==> src/rtl/matrix_scan_ctrl.sv <==
// Row-scan controller for a double-buffered LED matrix: one row lit at a time,
// blanking between rows, front/back bank swap deferred to the frame boundary.
module matrix_scan_ctrl #(
  parameter int ROW       = 8,
  parameter int BIT_COUNT = 3,
  parameter int COL       = 8,
  parameter int DWELL     = 1000,
  parameter int BLANK     = 4,
  parameter int CNT_W     = 10
) (
  input  logic                 clk,
  input  logic                 rst,
  input  logic                 wr_en,
  input  logic [BIT_COUNT-1:0] wr_row,
  input  logic [COL-1:0]       wr_data,
  input  logic                 swap_req,
  output logic                 swap_pending,
  output logic                 swap_ack,
  output logic                 frame_start,
  output logic [ROW-1:0]       row_sel,
  output logic [COL-1:0]       col_data
);

  typedef enum logic {ST_BLANK, ST_SHOW} state_t;

  localparam logic [BIT_COUNT-1:0] LAST_ROW   = BIT_COUNT'(ROW - 1);
  localparam logic [CNT_W-1:0]     BLANK_LAST = CNT_W'(BLANK - 1);
  localparam logic [CNT_W-1:0]     DWELL_LAST = CNT_W'(DWELL - 1);

  state_t               state, state_nxt;
  logic [BIT_COUNT-1:0] row_idx, row_nxt;
  logic [CNT_W-1:0]     cnt, cnt_nxt;
  logic                 front, front_nxt;
  logic                 boundary;
  logic                 wr_in_range;
  logic [COL-1:0]       frame_mem [2][ROW];

  // Next scan position; outputs are registered from it so they line up with state.
  always_comb begin
    state_nxt = state;
    row_nxt   = row_idx;
    cnt_nxt   = cnt + 1'b1;
    boundary  = 1'b0;
    case (state)
      ST_BLANK: begin
        if (cnt == BLANK_LAST) begin
          state_nxt = ST_SHOW;
          cnt_nxt   = '0;
        end
      end
      ST_SHOW: begin
        if (cnt == DWELL_LAST) begin
          state_nxt = ST_BLANK;
          cnt_nxt   = '0;
          boundary  = (row_idx == LAST_ROW);
          row_nxt   = boundary ? '0 : row_idx + 1'b1;
        end
      end
      default: state_nxt = ST_BLANK;
    endcase
    front_nxt   = front ^ (boundary & swap_pending);
    wr_in_range = (int'(wr_row) < ROW);
  end

  // NOTE: state and outputs use non-blocking assignments so every register
  // samples pre-edge values regardless of statement order.
  always_ff @(posedge clk or posedge rst) begin
    if (rst) begin
      state        <= ST_BLANK;
      row_idx      <= '0;
      cnt          <= '0;
      front        <= 1'b0;
      swap_pending <= 1'b0;
      swap_ack     <= 1'b0;
      frame_start  <= 1'b0;
      row_sel      <= '0;
      col_data     <= '0;
    end else begin
      state       <= state_nxt;
      row_idx     <= row_nxt;
      cnt         <= cnt_nxt;
      front       <= front_nxt;
      frame_start <= boundary;
      swap_ack    <= boundary & swap_pending;
      if (boundary && swap_pending) begin
        swap_pending <= 1'b0;
      end else if (swap_req && !swap_pending) begin
        swap_pending <= 1'b1;
      end
      if (state_nxt == ST_SHOW) begin
        row_sel  <= ROW'(1) << row_nxt;
        col_data <= frame_mem[front_nxt][row_nxt];
      end else begin
        row_sel  <= '0;
        col_data <= '0;
      end
    end
  end

  // NOTE: the frame store is reset because a cleared display after reset is
  // part of the block's contract; this rules out RAM inference on purpose.
  always_ff @(posedge clk or posedge rst) begin
    if (rst) begin
      for (int b = 0; b < 2; b++) begin
        for (int r = 0; r < ROW; r++) begin
          frame_mem[b][r] <= '0;
        end
      end
    end else if (wr_en && wr_in_range && !swap_pending) begin
      frame_mem[~front][wr_row] <= wr_data;
    end
  end

endmodule

==> config.mk <==
export PLATFORM = sky130hd
export DESIGN_NAME = matrix_scan_ctrl
export DESIGN_NICKNAME = d
export VERILOG_FILES = /design/src/rtl/matrix_scan_ctrl.sv
export SDC_FILE = /design/constraint.sdc
export NUM_CORES = 1
export LEC_CHECK = 0
export ABC_CLOCK_PERIOD_IN_PS = 10060
export CAP_MARGIN = 20
export CORE_MARGIN = 4
export CORE_UTILIZATION = 65
export CTS_CLUSTER_SIZE = 20
export DETAILED_ROUTE_END_ITERATION = 8
export HOLD_SLACK_MARGIN = 0.03
export PLACE_DENSITY = 0.85
export REMOVE_ABC_BUFFERS = 1
export SLEW_MARGIN = 20
export SYNTH_ARGS = -nofsm -noshare
export SYNTH_HDL_FRONTEND = slang
export SYNTH_SLANG_ARGS = --single-unit
==> constraint.sdc <==
create_clock -name clk -period 10.06 [get_ports clk]
set_clock_uncertainty 0.05 [all_clocks]
set_input_delay 3.018 -clock clk [delete_from_list [all_inputs] [get_ports clk]]
set_output_delay 3.018 -clock clk [all_outputs]
set_load 0.02 [all_outputs]
-- Yosys cells after proc, flatten, opt, wreduce, memory -nomap -nowiden
Cells that the tools add are included.
- flip-flop bits (word level): 162
- bits of input ports: 15
- output and inout bits: 19
- word-level logic and storage cells: 78
- add/sub/neg operators: 2
- order comparisons: 6
- eq/ne operators: 3
- shift operators: 1
- muxes and demuxes: 26
- bitwise logic cells: 8
- reduce and logical (&&, ||, !) cells: 7
- operator list (cell ; count):
    two-way mux 64 bit ; 4
    bitwise mux 128 bit ; 1
    demux 64 bit (select 1 bit) ; 1
    two-way mux 8 bit ; 5
    binary-select mux 8 bit (select 3 bit) ; 1
    demux 8 bit (select 3 bit) ; 1
    two-way mux 10 bit ; 2
    one-hot mux 10 bit (2 select lines) ; 1
    adder 10 x 1 -> 10 bit (second input constant) ; 1
    == test 10 bit (second input constant) ; 1
    == test 10 x 2 -> 1 bit (second input constant) ; 1
    two-way mux 3 bit ; 3
    greater-or-equal comparator 4 bit (second input constant) ; 2
    NOT 3 -> 4 bit ; 2
    left shift 1 x 3 -> 8 bit (first input constant) ; 1
    two-way mux 1 bit ; 6
    logical AND 1 bit ; 5
    greater-or-equal comparator 2 bit (second input constant) ; 2
    less-than comparator 4 x 1 -> 1 bit (second input constant) ; 1
    NOT 1 -> 2 bit ; 2
    adder 3 x 1 -> 3 bit (second input constant) ; 1
    == test 3 bit (second input constant) ; 1
    less-than comparator 2 x 1 -> 1 bit (second input constant) ; 1
    NOT 1 bit ; 2
    5 further kinds ; 5

-- Longest topological paths before layout
Gate-level depths: netlist (run 1).
- depth after elaboration: 13
- depth in mapped cells: 11
- gate-level depth less buffers: 9

-- Worst setup path before layout (run 1)
No wires, ideal clock.
- kind: input-to-reg
- start point: input wr_en
- end point: register frame_mem[32] in the netlist's numbering
- library setup time: 125 ps
- arrival: 4408 ps
- data required time: 9885 ps
- slack: 5477 ps
- cell stages on the path: 5
- buffers on the path: 1
- path through: nor2b_1 > nor3b_1 > and3_1 > clkbuf_1 > mux2_2
- word-level cells in the longest chain between the ends: 1
- ends and longest elaborated chain (what ; RTL line ; source):
    start, declared ; 13 ; input logic wr_en,
    logical AND 1 bit ; 109 ; end else if (wr_en && wr_in_range && !swap_pending) begin
    end signal, assigned by index ; 110 ; frame_mem[~front][wr_row] <= wr_data;
    end, declared ; 36 ; logic [COL-1:0] frame_mem [2][ROW];
Every way passes these cells.
A chain may end at the register's enable or synchronous reset.

-- Worst setup path after layout (run 1)
- start point: input wr_en
- end point: register frame_mem[80] in the netlist's numbering
Same word-level chain as after synthesis.

==> results of run 1 <==
-- sequential cells by signal (all words and copies together) (netlist names) --
signal,cells
state,1
frame_mem,128
row_idx,3
cnt,10
col_data,8
frame_start,1
front,1
row_sel,8
swap_pending,1
swap_ack,1
-- logic make-up (layout without fill, tap and decap cells) --
logic type                 count (synthesis)  count (layout)  share of synthesized area [%]
DFF                                      162             162                          52.99
xor gates and xnor gates                   9               9                          1.276
AOI/OAI and AO/OA                         75              75                          7.736
muxes                                    184             184                          26.61
adders and majority gates                  3               3                         0.4907
buffers and inverters                     37              73                          2.371
and+or+nand+nor                          143             143                          8.521
-- critical path: cells and delay by family --
kind                   cells  cell delay [ps]
AND/OR/NAND/NOR            3             1370
multiplexers               1              410
buffers and inverters      1              450
-- path summary, 6_finish.rpt --
check	start	end	slack (ps)	cells after the start
worst max-delay path	wr_en	frame_mem[80]	5060	5
worst min-delay path	cnt[0]	cnt[0]	410	1
worst max register to register	row_idx[0]	col_data[5]	6090	10
worst min register to register	cnt[0]	cnt[0]	410	1
max in group asynchronous	rst	front	5400	3
min in group asynchronous	rst	frame_mem[89]	3060	2
-- metrics by stage --
stage | setup WS, ps | hold WS [ps] | total power, W | instance area [µm²]
2_1_floorplan | 2615 | 383.1 | 0.0006968 | 7488
5_1_grt | 4955 | 441.8 | 0.001390 | 8618
3_3_place_gp | 4779 | 396.2 | 0.0007158 | 8026
6_report | 5065 | 410.4 | 0.001347 | 8618
4_1_cts | 5079 | 414.3 | 0.001356 | 8618
3_5_place_dp | 4697 | 406.4 | 0.0007189 | 8026
-- power by group --
group          leakage, nW  internal [W]  switching [W]   total, W
combinational         1.64     0.0000135      0.0000272  0.0000407
sequential            2.21      0.000661     0.00000551   0.000666
clock                0.291      0.000375       0.000265   0.000640
total                 4.14       0.00105       0.000298    0.00135
-- area by class of cell --
type,instances,area (µm²)
sequential,162,4055
timing repair buffer,36,352.8
multi-input combinational,414,3415
tap,143,178.9
fill,713,2849
clock buffer,18,439.2
clock inverter,14,152.6
inverter,5,25.02
-- Yosys cell counts (2+ instances only) --
| cell type | count | area [µm²] |
|---|---|---|
| a211oi_1 | 16 | 120.1 |
| a21oi_1 | 16 | 80.08 |
| a22o_1 | 8 | 70.07 |
| a32oi_1 | 16 | 140.1 |
| and3_1 | 8 | 50.05 |
| buf_2 | 9 | 45.04 |
| buf_4 | 6 | 45.04 |
| clkbuf_1 | 16 | 60.06 |
| dfrtp_1 | 162 | 4054 |
| ha_1 | 3 | 37.54 |
| inv_1 | 4 | 15.01 |
| mux2_1 | 2 | 22.52 |
| mux2_2 | 146 | 1644 |
| mux2i_1 | 34 | 340.3 |
| nand2_1 | 81 | 304.0 |
| nand2b_1 | 2 | 12.51 |
| nand3_1 | 6 | 30.03 |
| nand4_1 | 4 | 25.02 |
| nor2_1 | 25 | 93.84 |
| nor2b_1 | 6 | 37.54 |
| nor3_2 | 2 | 20.02 |
| nor3b_2 | 2 | 25.02 |
| o211a_1 | 16 | 160.2 |
| xnor2_1 | 6 | 52.55 |
| xor2_1 | 2 | 17.52 |
-- metal layers --
metal  vias up  share of wire, %  global-route usage (%)  routed length, µm
met3        43               6.5                   7.254               1139
li1       2270                 -                       -                  -
met4         0               3.4                   12.61                594
met2       176                49                   43.67               8486
met1      2663                41                   36.78               7249
met5         -                 0                       0                  0
==> metrics.md, run 1 <==
| Metric | Value |
|---|---|
| CTS tree | `built` |
| PD cells | `approximately 160 mW/mm²` |
| CTS Buffer Depth | `2` |
| #FFs+latches synth | `roughly 160` |
| Leakage | `slightly above 4 nW` |
| Initial antenna violation count | `0` |
| Final net count | `around 650` |
| Fmax | `roughly 200 MHz` |
| Share of cells above drive strength 1 | `roughly 30%` |
| Mapped cell area | `around 0.0076 mm²` |
| Die area | `between 0.01 and 0.015 mm²` |
| # IOs | `34` |
| Gr ovfl total | `0` |
| Core box area | `between 0.01 and 0.015 mm²` |
| Slew margin rel. | `around a third` |
| Crit path DAT | `5250 ps` |
| Worst Path Class, Setup | `input pin to register` |
| Hold Path Class | `register to register` |
| Die span in y | `roughly 120 µm` |
| Initial Util | `around 67%` |
| DR DRC count | `0` |
| First-pass GRT wire length | `28,150 µm` |
| Commonest non-fill, non-tap cell in the layout | `dfrtp_1` |
| Max incr delay on CP | `about 700 ps` |
| Port Buf Inserts | `33` |
| Count of cell types in the netlist | `40` |
| CP required | `10,320 ps` |
| Clock transition at path regs | `60 ps` |
| RSZ-0062 raised after global routing | `no` |
| Final setup vio count | `0` |
| Mean Syn Cell Area | `between 10 and 15 µm²` |
| Final hold violation count | `0` |
| Antenna diode count | `0` |
| Placer Congestion | `between 0.8 and 0.9` |
| Clock Sinks | `approximately 160` |
| Routed wire length per instance | `~22 µm` |
| Post-CTS setup buffers | `0` |
| Max-slew violation count | `0` |
| Hold-fix buffer count after cts | `0` |
| Placed Cells incl. Taps | `760` |
| Die Width | `116.5 µm` |
| CP startpoint kind | `input pin` |
| Max-Cap Viols | `0` |
| Setup crit end kind | `register` |
| CP cell instances | `clkdlybuf4s50_1, nor2b_1, nand3_1, nor3b_2, mux2_2` |
| Crit-path max FO | `8` |
| Synth Instances | `between 600 and 700` |
| Warnings from Yosys | `0` |
| CP max-delay cell | `nor3b_2` |
| Root Driver | `clkbuf_16` |
| Seq/Total Area, Yosys | `between 50% and 60%` |
| Initial DRT Pass Iterations | `5` |
| Fin crit share | `about half` |
| Status | `finished, final reports clean` |
| Most frequent cells in the layout | `dfrtp_1 (161), mux2_2 (146), nand2_1 (81)` |
| ANT nets after route | `0` |
| Vias in the first global route | `between 5,000 and 6,000` |
| Non-Filler Instances | `792` |
| Site Rows | `39` |
| Fraction of registers with async set/reset | `100.0%` |
| Dominant synthesized flop cell | `dfrtp_1` |
| Initial DRC count | `approximately 440` |
| DPL Wire Length | `between 10,000 and 15,000 µm` |
| Global-route usage over all layers | `between 20% and 30%` |
| DRT Wirelength | `between 15,000 and 20,000 µm` |
| CTS resizes | `0` |
| Later-pin clock latency in the skew report | `approximately 430 ps` |
| Num CTS Buffers | `17` |
| Vias/cell | `around 6.5` |
| Worst VDD drop | `0.1607 mV` |
| Final core utilization | `75.16%` |
| Pin count of the biggest net entering global routing | `92` |
| EDFF count, synth | `0` |
| Sum Neg Setup Slack | `0 ps` |
| Crit path time final | `~5000 ps` |
| Area grow syn2layout | `12.66%` |
| DR vias | `5,152` |
| Slew @ Worst Pin | `between 1000 and 1500 ps` |
| # H-tree levels | `4` |
(Power assumes the default switching activity.)
==> inputs of run 2 (changes only) <==
--- a/config.mk
+++ b/config.mk
@@ -5,14 +5,14 @@
 export SDC_FILE = /design/constraint.sdc
 export NUM_CORES = 1
 export LEC_CHECK = 0
-export ABC_CLOCK_PERIOD_IN_PS = 10060
+export ABC_CLOCK_PERIOD_IN_PS = 4700
 export CAP_MARGIN = 20
 export CORE_MARGIN = 4
-export CORE_UTILIZATION = 65
+export CORE_UTILIZATION = 61
 export CTS_CLUSTER_SIZE = 20
 export DETAILED_ROUTE_END_ITERATION = 8
 export HOLD_SLACK_MARGIN = 0.03
-export PLACE_DENSITY = 0.85
+export PLACE_DENSITY = 0.8
 export REMOVE_ABC_BUFFERS = 1
 export SLEW_MARGIN = 20
 export SYNTH_ARGS = -nofsm -noshare
==> constraint.sdc (replaced) <==
create_clock -name clk -period 4.7 [get_ports clk]
set_clock_uncertainty 0.05 [all_clocks]
set_input_delay 1.41 -clock clk [delete_from_list [all_inputs] [get_ports clk]]
set_output_delay 1.41 -clock clk [all_outputs]
set_load 0.02 [all_outputs]
==> metrics.md, run 2 (synthesis gave the netlist of run 1 again) <==
| Metric | Value |
|---|---|
| Status | `finished, final reports clean` |
| CP required | `5010 ps (-5310 ps)` |
| Post-CTS setup buffers | `0 (unchanged)` |
| Routed wire length per instance | `21.60 µm (-2.1%)` |
| Crit-path max FO | `18 (+10)` |
| Antenna diode count | `0 (unchanged)` |
| DR vias | `5,034 (-2.3%)` |
| Area grow syn2layout | `13.77%` |
| Pin count of the biggest net entering global routing | `81 (-12%)` |
| Later-pin clock latency in the skew report | `430 ps (about the same)` |
| Leakage | `4.171 nW (+0.77%)` |
| Num CTS Buffers | `17 (unchanged)` |
| Vias/cell | `6.139 (-5.6%)` |
| Port Buf Inserts | `33 (unchanged)` |
| Sum Neg Setup Slack | `0 ps (unchanged)` |
| Initial Util | `62.90% (-3.8 points)` |
| Largest regs | `frame_mem: 128 flops, cnt: 10 flops` |
| Fmax | `about 300 MHz` |
| Crit path DAT | `3650 ps (-1600 ps)` |
| Max-Cap Viols | `0 (unchanged)` |
| Crit path time final | `~3300 ps` |
| Storage element area | `0.004055 mm² (unchanged)` |
| DR DRC count | `0 (unchanged)` |
| Initial antenna violation count | `0 (unchanged)` |
| Worst VDD drop | `0.3045 mV (+90%)` |
| Gr ovfl total | `0 (unchanged)` |
| ANT nets after route | `0 (unchanged)` |
| Vias in the first global route | `5,259 (-0.59%)` |
| DPL Wire Length | `11,260 µm (+2.2%)` |
| CP startpoint kind | `register` |
| CTS resizes | `0 (unchanged)` |
| RSZ-0062 raised after global routing | `no` |
| Initial DRT Pass Iterations | `5 (unchanged)` |
| Fin crit share | `between 70% and 80%` |
| Placer Congestion | `0.7757 (-7.5%)` |
| Max reg flops | `128 (unchanged)` |
| Site Rows | `40 (+2.6%)` |
| Slew @ Worst Pin | `1070 ps (+52.30 ps)` |
| Core box area | `0.01216 mm² (+6.1%)` |
| Final net count | `657 (+0.46%)` |
| Slew margin rel. | `28.64% (-3.5 points)` |
| Hold Worst Slack | `412.9 ps (+2.499 ps)` |
| Final setup vio count | `0 (unchanged)` |
| Final hold violation count | `0 (unchanged)` |
| Die span in y | `120.0 µm (+3.0%)` |
| Clock transition at path regs | `60 ps (about the same)` |
| CTS Buffer Depth | `2 (unchanged)` |
| Setup crit end kind | `register` |
| Fillers | `848 (+19%)` |
| # H-tree levels | `4 (unchanged)` |
| Clock Sinks | `162 (unchanged)` |
| CTS tree | `built` |
| Hold-fix buffer count after cts | `0 (unchanged)` |
| Share of cells above drive strength 1 | `30.21% (+0.32 points)` |
| Multi-input logic area | `0.003415 mm² (unchanged)` |
| DRT Wirelength | `17,710 µm (+1.4%)` |
| First-pass GRT wire length | `28,350 µm (+0.71%)` |
| Worst Path Class, Setup | `register to register` |
| Initial DRC count | `346 (-22%)` |
| Hold Path Class | `register to register` |
| # IOs | `34 (unchanged)` |
| Die area | `0.01440 mm² (+6.1%)` |
| Most frequent cells in the layout | `dfrtp_1 (161), mux2_2 (146), nand2_1 (81)` |
| Root Driver | `clkbuf_16` |
| Global-route usage over all layers | `25.93% (-1.9 points)` |
| PD cells | `336.6 mW/mm² (+120%)` |
| Biggest register | `frame_mem` |
| Commonest non-fill, non-tap cell in the layout | `dfrtp_1` |
| Die Width | `120.0 µm (+3.0%)` |
| Max-slew violation count | `0 (unchanged)` |
-- run 2: final timing paths --
check	from	to	slack, ps	depth (start not counted)
setup / recovery	cnt[0]	col_data[6]	1360	7
hold / removal	cnt[0]	cnt[0]	410	1
setup reg to reg	cnt[0]	col_data[6]	1360	7
hold reg to reg	cnt[0]	cnt[0]	410	1
max in group asynchronous	rst	col_data[6]	2320	3
min in group asynchronous	rst	cnt[0]	1430	2
-- run 2: cell type report --
class / count / area share, %
well taps: 168 / 2.415
inverters: 5 / 0.2875
flip-flops and latches: 162 / 46.59
clock inverters: 13 / 1.811
repair buffers: 39 / 4.457
clock buffers: 19 / 5.204
multi-input cells: 414 / 39.23
-- run 2: through the flow --
stage	total power, W	std cells	util (%)	setup WS, ps	cell area (µm²)
after detailed placement	0.001541	788	66.54	995.2	8093
after global routing	0.003021	820	71.56	1177	8703
after CTS	0.002948	820	71.56	1359	8703
final	0.002929	820	71.56	1358	8703
after global placement	0.001535	788	66.54	1020	8093
after floorplan	0.001491	581	-	-1137	7488
-- run 2: critical path, cell delays in order (launching register included) --
cell and delay [ps]:
dfrtp_1 370, ha_1 230, and3_1 280, nand4_1 590, mux2_2 690, o211a_1 200, a211oi_1 580, a22o_1 270
-- run 2: where the power goes --
| part | total, W | leakage (nW) | internal [W] | switching, W |
|---|---|---|---|---|
| logic | 0.0000888 | 1.66 | 0.0000306 | 0.0000582 |
| registers | 0.00143 | 2.21 | 0.00141 | 0.0000114 |
| clock network | 0.00141 | 0.303 | 0.000862 | 0.000553 |
| total | 0.00293 | 4.17 | 0.00231 | 0.000623 |
-- run 2: metal layers --
layer / track usage [%] / share of wire (%) / vias up
met5: 0 / 0 / -
met4: 11.31 / 2.7 / 0
met3: 5.655 / 5.5 / 38
met2: 40.39 / 49 / 131
met1: 35.17 / 43 / 2601
li1: - / - / 2264
==> RTL edit 1, RTL diff (flow settings as in run 2) <==
Reset style: synchronous (`rst`), changed in 2 clocked blocks.
--- a/src/rtl/matrix_scan_ctrl.sv
+++ b/src/rtl/matrix_scan_ctrl.sv
@@ -64,7 +64,7 @@
 
   // NOTE: state and outputs use non-blocking assignments so every register
   // samples pre-edge values regardless of statement order.
-  always_ff @(posedge clk or posedge rst) begin
+  always_ff @(posedge clk) begin
     if (rst) begin
       state        <= ST_BLANK;
       row_idx      <= '0;
@@ -99,7 +99,7 @@
 
   // NOTE: the frame store is reset because a cleared display after reset is
   // part of the block's contract; this rules out RAM inference on purpose.
-  always_ff @(posedge clk or posedge rst) begin
+  always_ff @(posedge clk) begin
     if (rst) begin
       for (int b = 0; b < 2; b++) begin
         for (int r = 0; r < ROW; r++) begin
Behaviour: differs if rst is asserted again (counterexample within 4 cycles, from zero or initial values and one cycle with rst high); with rst held inactive, the same outputs for 10 cycles.
==> RTL edit 1 against run 2 <==
- power up 5.0%
- critical path type is now in2reg
- final area up 1.0%
- combinational power up 84%
- setup slack worse by 330 ps
- sequential cell count unchanged
- largest cell class unchanged
- wire length up 19%
- area after synthesis up 1.7%
==> RTL edit 1: results (changes against run 2) <==
Status
  – Status: complete, no violations

STA
  – Slew headroom: 32.0% (+3.4 points)
  – Fin Hold WS: 415 ps (+2.48 ps)

Yosys
  – Number of synthesized flops with an enable pin: 128 (+128)
  – Area contributors post-synth: edfxtp_1 (49%), nand2_1 (9.5%), dfxtp_1 (8.7%)
  – Synth cell count leaders: nand2_1 (198), edfxtp_1 (128), a21oi_1 (103), and2_1 (85), o21ai_0 (48)
  – Top FF cell, synth: edfxtp_1
  – Yosys top cell area share: 49.4% (-3.6 points)
  – Distinct cells, synth: 44 (+10%)
  – Async S/R FF share, synth: 0% (-100 points)

Min path
  – Hold wc startpoint: cnt[0]$_SDFF_PP0_

Worst setup path
  – Highest net fanout along the worst path: 11 (-7)
  – Crit path from: rst
  – R2R depth: 8 (+1)
  – Critical path arrival: 3750 ps (+100 ps)

CTS
  – CTS HTree Levels: 4 (unchanged)
  – CTS Buf Count: 17 (unchanged)
  – Setup bufs post-CTS: 0 (unchanged)

GRT
  – Pin count of the biggest net entering global routing: 100 (+23%)
  – GRT Util Overall: 30.1% (+4.2 points)
  – Vias in the first global route: 5766 (+9.6%)
  – First-pass GRT wire length: 32.7 mm (+15%)

Pwr
  – Leakage: 3.25 nW (-22%)
  – Worst VDD drop: 0.308 mV (+1.2%)

Placement
  – RePlAce Congestion: 0.988 (+27%)

Route
  – Drt wl/cell: 21.4 um (-0.93%)
  – DR vias: 6161 (+22%)
  – Initial drt markers: 810 (+130%)

Layout
  – Nets: 822 (+25%)
  – Fillers: 859 (+1.3%)
  – Layout cells sized above 1: 6.85% (-23 points)
RTL edit 1: final timing paths:
kind | endpoint | slack [ps]
max | frame_mem[0][31]$_SDFFCE_PN0P_ | 1020
max reg2reg | col_data[5]$_SDFF_PP0_ | 1200
min | cnt[0]$_SDFF_PP0_ | 420
min reg2reg | cnt[0]$_SDFF_PP0_ | 420
RTL edit 1: worst max-delay path, stage by stage:
cell and delay, ps:
clkdlybuf4s50_1 450, nor3b_2 610, nand3_1 340, nor3_1 610, or2_2 330
RTL edit 1: cell families after synthesis:
kind of cell | after synthesis | synth area share (%)
flops | 162 | 58.1
fa+ha+maj | 3 | 0.482
mux | 18 | 2.33
compound gates | 185 | 13.4
xor+xnor | 9 | 1.11
buf+inv | 50 | 2.54
simple gates | 360 | 22.0
RTL edit 1: through the flow:
stage / instances / setup slack (ps) / cell area [um2]
floorplan: 741 / 482 / 7600
global placement: 953 / 730 / 8240
detailed placement: 953 / 602 / 8240
CTS: 985 / 1050 / 8770
global route: 985 / 845 / 8790
finish: 985 / 1020 / 8790
RTL edit 1: final cells by class:
| type | instances | area (um2) | share of cell area, % |
|---|---|---|---|
| sequential | 162 | 4530 | 51.5 |
| multi-input combinational | 575 | 3090 | 35.2 |
| clock buffer | 26 | 510 | 5.81 |
| timing repair buffer | 44 | 413 | 4.70 |
| tap | 168 | 210 | 2.39 |
| clock inverter | 6 | 27.5 | 0.313 |
| inverter | 4 | 15.0 | 0.171 |
RTL edit 1: layer usage:
| metal | global-route usage (%) | routed length [um] | share of wire, % | vias up |
|---|---|---|---|---|
| li1 | - | - | - | 2798 |
| met1 | 43.7 | 8470 | 40 | 2930 |
| met2 | 44.8 | 9550 | 45 | 397 |
| met3 | 7.51 | 2570 | 12 | 36 |
| met4 | 9.49 | 494 | 2.3 | 0 |
| met5 | 0 | 0 | 0 | - |
RTL edit 1: power by group:
group / internal, mW / total (mW) / switching [mW] / leakage (nW)
registers: 1.62 / 1.65 / 0.0370 / 1.60
clock network: 0.741 / 1.26 / 0.519 / 0.268
logic: 0.0528 / 0.163 / 0.110 / 1.38
==> RTL edit 2, RTL diff (flow settings as in run 2) <==
Without the edit above. Set the parameter `COL` to 16 (it was 8).
--- a/src/rtl/matrix_scan_ctrl.sv
+++ b/src/rtl/matrix_scan_ctrl.sv
@@ -3,7 +3,7 @@
 module matrix_scan_ctrl #(
   parameter int ROW       = 8,
   parameter int BIT_COUNT = 3,
-  parameter int COL       = 8,
+  parameter int COL       = 16,
   parameter int DWELL     = 1000,
   parameter int BLANK     = 4,
   parameter int CNT_W     = 10
Interface: changed (resized col_data and wr_data); port bits go from 34 to 50. No check against the original RTL was run, so the function may have changed too.
==> RTL edit 2 against run 2 <==
- area after synthesis up 70%
- sequential cell count up 136
- setup slack worse by 450 ps
- power up 73%
- die area up 64%
- final area up 69%
- wire length up 75%
==> RTL edit 2: results (changes against run 2) <==
Yosys
  – Sequential area share after synthesis: 57.5% (+4.5 points)
  – Area contributors post-synth: dfrtp_1 (57%), mux2_2 (22%), o22ai_1 (4.6%)
  – Synth cell count leaders: dfrtp_1 (298), mux2_2 (257), nand2_1 (118), o22ai_1 (96), clkbuf_1 (56)
  – Synth warn: 0 (unchanged)
  – Cells after Synth: 1028 (+68%)
  – Distinct cells, synth: 42 (+5.0%)
  – Async S/R FF share, synth: 100% (unchanged)

CTS
  – Clock Latency Late Sink: 540 ps (+110 ps)
  – Post-cts sizing count: 0 (unchanged)
  – Reg clk slew, reported paths: 60 ps (about the same)
  – CTS Buf Count: 31 (+14)
  – CTS Buffer Depth: 3 (+1)
  – CTS HTree Levels: 1 (-3)
  – Setup bufs post-CTS: 0 (unchanged)
  – Root Driver: clkbuf_16

Worst setup path
  – Crit path max-delay cell type: nand2_1
  – R2R setup slack: 910 ps (-450 ps)
  – RR Endpoint: col_data[1]$_DFF_PP0_
  – Highest net fanout along the worst path: 31 (+13)
  – R2R depth: 8 (+1)
  – Max stage delay on crit path: 680 ps
  – Reg2reg start: cnt[0]$_DFF_PP0_
  – Critical path arrival: 4200 ps (+550 ps)

Layout
  – Layout cells sized above 1: 32.3% (+2.1 points)
  – Nets: 1086 (+65%)
  – Largest registers: frame_mem: 256 flops, col_data: 16 flops, cnt: 10 flops
  – Fillers: 1460 (+72%)
  – ANT cells: 0 (unchanged)

Min path
  – Worst Hold Depth: 1 (unchanged)
  – Worst Hold Endpoint: cnt[0]$_DFF_PP0_
  – Min-Delay Path Class: reg2reg
  – Hold wc startpoint: cnt[0]$_DFF_PP0_

Placement
  – Dpl ws: 1050 ps (+57.7 ps)
  – Inst Count DP: 1302 (+65%)
  – RePlAce Congestion: 0.778 (+0.30%)
  – Placed inst area: 13800 um2 (+70%)
  – DP HPWL: 18.4 mm (+63%)
  – I/O Buffers: 49 (+48%)

Route
  – Vias/cell: 6.40 (+4.2%)
  – Final wirelength: 30.9 mm (+75%)
  – DRT Pass-1 Iters: 5 (unchanged)
  – Drt wl/cell: 22.8 um (+5.7%)
  – Initial drt markers: 639 (+85%)

GRT
  – First-pass GRT wire length: 50.1 mm (+77%)
  – GRT Util Overall: 26.6% (+0.67 points)
  – Pin count of the biggest net entering global routing: 98 (+21%)
  – Initial antenna violation count: 0 (unchanged)
  – Vias in the first global route: 8879 (+69%)

STA
  – Worst-Margin Slew: 1090 ps (+16.4 ps)
  – Fin Hold WS: 430 ps (+17.0 ps)

Pwr
  – Worst VDD drop: 0.278 mV (-8.8%)
  – Leakage: 6.91 nW (+66%)

Status
  – Status: complete, no violations
==> RTL edit 2: layout make-up <==
cell class | count | area [um2] | share of cell area [%]
sequential | 298 | 7460 | 50.6
clock buffer | 45 | 908 | 6.16
multi-input combinational | 650 | 5230 | 35.5
clock inverter | 8 | 46.3 | 0.314
inverter | 3 | 18.8 | 0.127
timing repair buffer | 76 | 731 | 4.96
tap | 275 | 344 | 2.34
==> RTL edit 2: layer usage <==
metal / vias up / global-route usage [%] / routed length, um
met2: 279 / 42.0 / 14600
met4: 0 / 8.83 / 1050
met5: - / 0 / 0
met1: 4477 / 38.0 / 13300
li1: 3827 / - / -
met3: 83 / 4.76 / 1960
==> RTL edit 2: logic make-up (layout without fill, tap and decap cells) <==
kind of cell / Yosys count / after routing / share of synthesized area (%)
buf+inv: 80 / 132 / 2.58
fa+ha+maj: 3 / 3 / 0.289
mux: 273 / 273 / 23.5
compound gates: 142 / 142 / 7.76
simple gates: 223 / 223 / 7.73
flops: 298 / 298 / 57.5
xor+xnor: 9 / 9 / 0.608
==> RTL edit 2: worst max path at each step <==
stage,startpoint,endpoint,slack (ps),cells past startpoint
2_1_floorplan,rst,cnt[0]$_DFF_PP0_,-4990,1
3_3_place_gp,cnt[0]$_DFF_PP0_,col_data[5]$_DFF_PP0_,1050,8
3_5_place_dp,wr_en,frame_mem[181]$_DFFE_PP0P_,1050,5
4_1_cts,cnt[0]$_DFF_PP0_,col_data[5]$_DFF_PP0_,1020,8
5_1_grt,cnt[0]$_DFF_PP0_,col_data[5]$_DFF_PP0_,780,8
6_report,cnt[0]$_DFF_PP0_,col_data[1]$_DFF_PP0_,910,8
==> RTL edit 2: worst max-delay path, delay by kind of cell (launching register included) <==
kind                     cells  cell delay [ps]
AO/OA/AOI/OAI                2              690
flip-flops                   1              380
AND/OR/NAND/NOR              3             1680
XOR/XNOR                     1              130
buffers and inverters        1              550
adder cells (fa/ha/maj)      1              220
==> RTL edit 2: where the power goes <==
group / internal, mW / switching [mW]
combinational: 0.0561 / 0.0980
sequential: 2.61 / 0.0206
clock: 1.33 / 0.958
total: 3.99 / 1.08
